$ cat src/rtl/traffic_phase_scheduler.sv
// Demand-driven round-robin phase sequencer for the four-approach junction.
// Optional pedestrian walk phase is enabled by defining TPS_PED_CROSSING_EN.
//
// state    | meaning
// ALL_RED  | clearance; grants the next pending approach on its last cycle
// GREEN    | granted approach green, min/max green enforced
// YELLOW   | granted approach yellow, grant held
// PED_WALK | all red, walk lamp on (TPS_PED_CROSSING_EN only)
module traffic_phase_scheduler #(
   parameter int MIN_GREEN = 20,
   parameter int MAX_GREEN = 60,
   parameter int YELLOW_T  = 6,
   parameter int ALLRED_T  = 2,
   parameter int PED_T     = 15,
   parameter int CNT_W     = 8
) (
   input  logic       clk,
   input  logic       reset,
   input  logic [3:0] req,
`ifdef TPS_PED_CROSSING_EN
   input  logic       ped_req,
   output logic       walk,
`endif
   output logic [2:0] light_m1,
   output logic [2:0] light_m2,
   output logic [2:0] light_mT,
   output logic [2:0] light_s,
   output logic [3:0] grant,
   output logic       phase_start
);

   localparam logic [2:0] LAMP_R = 3'b100;
   localparam logic [2:0] LAMP_Y = 3'b010;
   localparam logic [2:0] LAMP_G = 3'b001;

   localparam logic [CNT_W-1:0] T_AR   = CNT_W'(ALLRED_T - 1);
   localparam logic [CNT_W-1:0] T_Y    = CNT_W'(YELLOW_T - 1);
   localparam logic [CNT_W-1:0] T_MING = CNT_W'(MIN_GREEN - 1);
   localparam logic [CNT_W-1:0] T_MAXG = CNT_W'(MAX_GREEN - 1);
`ifdef TPS_PED_CROSSING_EN
   localparam logic [CNT_W-1:0] T_P    = CNT_W'(PED_T - 1);
`endif

   localparam int LONGEST_A = (MAX_GREEN > YELLOW_T) ? MAX_GREEN : YELLOW_T;
   localparam int LONGEST_B = (ALLRED_T > PED_T) ? ALLRED_T : PED_T;
   localparam int LONGEST   = (LONGEST_A > LONGEST_B) ? LONGEST_A : LONGEST_B;

   if ((2 ** CNT_W) <= LONGEST) begin : g_cnt_w_check
      $error("CNT_W too narrow for the longest phase");
   end

   typedef enum logic [1:0] {
      ALL_RED  = 2'd0,
      GREEN    = 2'd1,
      YELLOW   = 2'd2
`ifdef TPS_PED_CROSSING_EN
      , PED_WALK = 2'd3
`endif
   } state_t;

   state_t           state;
   logic [CNT_W-1:0] timer;
   logic [3:0]       pending;
   logic [1:0]       rr_ptr;
   logic [3:0]       green_mask;
   logic [3:0]       elig;
   logic [1:0]       sel_idx;
   logic [3:0]       sel_oh;
   logic             sel_any;
   logic             cur_req;
   logic             other;
`ifdef TPS_PED_CROSSING_EN
   logic             ped_pending;
`endif

   // Packs the four lamps as {s, mT, m2, m1}: selected approaches get col, the rest red.
   function automatic logic [11:0] lamps(input logic [3:0] oh, input logic [2:0] col);
      logic [11:0] l;
      for (int i = 0; i < 4; i++) begin
         l[i*3 +: 3] = oh[i] ? col : LAMP_R;
      end
      return l;
   endfunction

   always_comb begin
      green_mask = (state == GREEN) ? grant : 4'b0000;
      elig       = pending | req;
      sel_idx    = rr_ptr;
      sel_any    = 1'b0;
      // Walk downwards so the nearest index after rr_ptr is written last and wins.
      for (int k = 4; k >= 1; k--) begin
         if (elig[rr_ptr + 2'(k)]) begin
            sel_idx = rr_ptr + 2'(k);
            sel_any = 1'b1;
         end
      end
      sel_oh  = 4'b0001 << sel_idx;
      cur_req = |(req & grant);
      other   = |(pending & ~grant);
   end

   always_ff @(posedge clk) begin
      if (reset) begin
         state       <= ALL_RED;
         timer       <= '0;
         pending     <= '0;
         rr_ptr      <= 2'd3;
         grant       <= '0;
         phase_start <= 1'b0;
         {light_s, light_mT, light_m2, light_m1} <= lamps(4'b0000, LAMP_R);
`ifdef TPS_PED_CROSSING_EN
         ped_pending <= 1'b0;
         walk        <= 1'b0;
`endif
      end else begin
         phase_start <= 1'b0;
         pending     <= pending | (req & ~green_mask);
`ifdef TPS_PED_CROSSING_EN
         if (state != PED_WALK) ped_pending <= ped_pending | ped_req;
`endif
         case (state)
            ALL_RED: begin
               if (timer < T_AR) timer <= timer + 1'b1;
`ifdef TPS_PED_CROSSING_EN
               else if (ped_pending || ped_req) begin
                  state <= PED_WALK;
                  timer <= '0;
                  walk  <= 1'b1;
               end
`endif
               else if (sel_any) begin
                  state       <= GREEN;
                  timer       <= '0;
                  grant       <= sel_oh;
                  rr_ptr      <= sel_idx;
                  pending     <= elig & ~sel_oh;
                  phase_start <= 1'b1;
                  {light_s, light_mT, light_m2, light_m1} <= lamps(sel_oh, LAMP_G);
               end
            end
            GREEN: begin
               if (timer < T_MAXG) timer <= timer + 1'b1;
               if (other && ((timer >= T_MING && !cur_req) || timer >= T_MAXG)) begin
                  state <= YELLOW;
                  timer <= '0;
                  {light_s, light_mT, light_m2, light_m1} <= lamps(grant, LAMP_Y);
               end
            end
            YELLOW: begin
               if (timer >= T_Y) begin
                  state <= ALL_RED;
                  timer <= '0;
                  grant <= '0;
                  {light_s, light_mT, light_m2, light_m1} <= lamps(4'b0000, LAMP_R);
               end else begin
                  timer <= timer + 1'b1;
               end
            end
`ifdef TPS_PED_CROSSING_EN
            PED_WALK: begin
               if (timer >= T_P) begin
                  state       <= ALL_RED;
                  timer       <= '0;
                  walk        <= 1'b0;
                  ped_pending <= 1'b0;
               end else begin
                  timer <= timer + 1'b1;
               end
            end
`endif
            default: state <= ALL_RED;
         endcase
      end
   end

endmodule

$ cat config.mk
export PLATFORM = sky130hd
export DESIGN_NAME = traffic_phase_scheduler
export DESIGN_NICKNAME = d
export VERILOG_FILES = /design/src/rtl/traffic_phase_scheduler.sv
export SDC_FILE = /design/constraint.sdc
export NUM_CORES = 1
export LEC_CHECK = 0
export CORE_ASPECT_RATIO = 0.9
export CORE_MARGIN = 8
export CORE_UTILIZATION = 60
export DETAILED_ROUTE_END_ITERATION = 6
export PLACE_DENSITY = 0.95
export SKIP_LAST_GASP = 1
export SLEW_MARGIN = 15
export SYNTH_ARGS = -nofsm -noshare
export SYNTH_HDL_FRONTEND = slang
export SYNTH_SLANG_ARGS = --single-unit
export TNS_END_PERCENT = 30
$ cat constraint.sdc
create_clock -name clk -period 4.3 [get_ports clk]
set_input_delay 1.29 -clock clk [delete_from_list [all_inputs] [get_ports clk]]
set_output_delay 1.29 -clock clk [all_outputs]
set_load 0.03 [all_outputs]
==> flow_summary_export.csv <==
group,metric,value,unit
sta,finalClockSkew,0.00348,ns
pwr,swShare,0.466,
clock_network,cts_root_buf,"clkbuf_4",
setup_path,start_kind,"input port",
pwr,power_frac_seq,0.294,
global_route,grt.total_usage,0.174,
sta,layout_min_cycle_time,3.06,ns
finish,seqCellArea,661,um^2
detailed_routing,routed_wl,4640,um
setup_path,critPathArrivalTime,3.31,ns
floorplan,rows,19,
finish,final_cell_mix,"dfxtp_1, nor2_1, clkdlybuf4s50_1",
logic_synthesis,synth_ff_type,"dfxtp_1",
global_route,grt_max_degree,22,
place,gp_congestion,0.916,
finish,multi_input_area,0.00118,mm^2
detailed_routing,drtIter0Drc,195,
place,place_hpwl,3430,um
sta,fin_crit_sh,0.712,
finish,num-nets-final,265,
finish,area_delta_synth_final,15.0,%
finish,finalInstanceArea,0.00226,mm^2
pwr,p_leak,0.930,nW
global_route,grt_pass1_vias,1684,
sta,slew_violations,0,
floorplan,die_area,0.00536,mm^2
detailed_routing,firstDrtPassIters,4,
global_route,antenna_found_initial,0,
clock_network,ctsResizeCount,0,
setup_path,required,4.55,ns
sta,setup_viol,0,
logic_synthesis,syn_nets,246,
clock_network,cts_sinks,33,
logic_synthesis,synth.distinct_cells,55,
pwr,p_total,1.60,mW
outcome,outcome,"complete, no violations",
floorplan,ios,23,
sta,finalHoldViolations,0,
logic_synthesis,synth_cells,232,
sta,tns,0,ns
finish,fin_util,0.731,
finish,layout_commonest_cell,"dfxtp_1",
logic_synthesis,synth_seq_cells,33,
finish,instances_no_fill,294,
floorplan,die_h,70.3,um
pwr,ir_drop,410,uV
floorplan,initial_core_util,0.636,
sta,rsz0062_at_grt,"false",
clock_network,post_cts_buffers,0,
finish,fillers,236,
setup_path,cp_slowest_cell,"or4_1",
sta,slew_headroom,0.624,
clock_network,ctsHoldBuffers,0,
floorplan,die_w,76.3,um
finish,antennaDiodeCount,0,
finish,layout-drive-gt1-share,0.0952,
place,dpl.cell_count,286,
pwr,p_int,0.854,mW
detailed_routing,drc,0,
logic_synthesis,yosys_warnings,0,
place,placed_cell_area,0.00217,mm^2
clock_network,numCtsBuffers,5,
detailed_routing,num_vias,1835,
setup_path,path_max_fanout,10,
min_path,hold_class,"reg2reg",
pwr,p_comb_frac,0.550,
clock_network,cts_htree_levels,2,
logic_synthesis,ys_async_sr_fraction,0,
pwr,power.density,708,mW/mm^2
setup_path,slowest_delay,0.65,ns
setup_path,worst-setup-path-type,"in2reg",
clock_network,clockBufferDepth,2,
logic_synthesis,avgSynthCellArea,8.47,um^2
global_route,grt_pass1_wl,7950,um
logic_synthesis,netlist_area,0.00196,mm^2
sta,worst_slew_pin_slew,0.564,ns
detailed_routing,ant_nets,0,
pwr,p_switching,0.744,mW
pwr,power_frac_clock,0.156,
logic_synthesis,synth_edf_count,0,
clock_network,clk_latency,0.34,ns
job,max_cap_viol_count,0,
setup_path,path_cells,"clkdlybuf4s50_1 > or4_1 > nor2_2 > a31oi_1 > o21ai_4 > and3b_1 > o22a_1",
setup_path,critPathCaptureType,"register",
floorplan,core,0.00309,mm^2
detailed_routing,wl_per_cell,15.8,um
detailed_routing,vias_per_cell,6.24,
clock_network,cts_tree,"built",
place,place.port_buffers,22,
logic_synthesis,ys_seq_area_frac,0.336,
clock_network,path_clk_slew,0.10,ns
global_route,grt_overflow,0,
sta,fmax,327,MHz
logic make-up after synthesis:
| logic type | Yosys count | share of synthesized area |
|---|---|---|
| simple gates | 94 | 0.266 |
| flops | 33 | 0.336 |
| mux | 13 | 0.0662 |
| buf+inv | 24 | 0.0611 |
| compound gates | 60 | 0.220 |
| fa+ha+maj | 8 | 0.0510 |
routing by layer:
layer | vias to the layer above | global-route usage | part of all wire
li1 | 889 | - | -
met1 | 861 | 0.223 | 0.45
met2 | 76 | 0.264 | 0.45
met3 | 9 | 0.0422 | 0.077
met4 | 0 | 0.0917 | 0.020
met5 | - | 0 | 0
layout make-up:
cell class                 count  share of cell area
multi-input combinational    175               0.524
sequential                    33               0.293
timing repair buffer          23               0.101
clock buffer                   7              0.0244
tap                           42              0.0233
inverter                      13              0.0216
clock inverter                 1              0.0133
metrics by stage:
| step | hold WS, ns | worst slack [ns] |
|---|---|---|
| floorplan | 0.468 | 1.53 |
| global placement | 0.456 | 0.944 |
| detailed placement | 0.483 | 0.887 |
| CTS | 0.505 | 1.27 |
| global route | 0.528 | 1.14 |
| finish | 0.502 | 1.24 |
state kept, by name, indices dropped and copies added, names as in the netlist:
signal,count
light_mT,3
light_s,3
timer,8
pending,4
rr_ptr,2
grant,4
state,2
light_m1,3
light_m2,3
phase_start,1
power by group through the flow:
stage | registers [mW] | logic [mW] | clock network (mW)
after floorplan | 0.518 | 0.637 | 0
after global placement | 0.470 | 0.844 | 0
after detailed placement | 0.474 | 0.872 | 0
after CTS | 0.467 | 0.875 | 0.252
after global routing | 0.479 | 0.958 | 0.265
final | 0.470 | 0.880 | 0.249
critical path: cells and delay by family:
family	cells	cell delay [ns]
AND/OR/NAND/NOR	3	1.05
AO/OA/AOI/OAI	3	0.47
buffers and inverters	1	0.49
final timing paths:
path | slack (ns) | cells past startpoint | from | to
max | 1.24 | 7 | req[0] | timer[5]$_SDFFE_PP0P_
min | 0.50 | 1 | timer[7]$_SDFFE_PP0P_ | timer[7]$_SDFFE_PP0P_
max reg2reg | 1.80 | 6 | state[1]$_SDFFE_PP0P_ | light_m2[2]$_SDFFE_PP1P_
min reg2reg | 0.50 | 1 | timer[7]$_SDFFE_PP0P_ | timer[7]$_SDFFE_PP0P_
synthesized netlist by cell type (2+ instances only):
| library cell | instances | area [um^2] |
|---|---|---|
| and4b_1 | 2 | 20.0 |
| and3_1 | 7 | 43.8 |
| or2_2 | 2 | 12.5 |
| nor4_1 | 4 | 25.0 |
| mux2i_1 | 13 | 130 |
| o21ai_1 | 2 | 10.0 |
| a22oi_1 | 4 | 30.0 |
| nor3_1 | 4 | 20.0 |
| buf_6 | 4 | 45.0 |
| or4_1 | 2 | 15.0 |
| nand2b_1 | 3 | 18.8 |
| o311ai_0 | 2 | 17.5 |
| or3_1 | 3 | 18.8 |
| ha_1 | 8 | 100 |
| nor2_1 | 32 | 120 |
| o31ai_1 | 2 | 15.0 |
| and2_1 | 2 | 12.5 |
| nand3_1 | 9 | 45.0 |
| dfxtp_1 | 33 | 661 |
| inv_1 | 13 | 48.8 |
| a21oi_1 | 14 | 70.1 |
| nand2_1 | 12 | 45.0 |
| clkbuf_1 | 7 | 26.3 |
| o21ai_0 | 11 | 55.1 |
| a32oi_1 | 2 | 17.5 |
| a31oi_1 | 6 | 37.5 |
(Power assumes the default switching activity.)
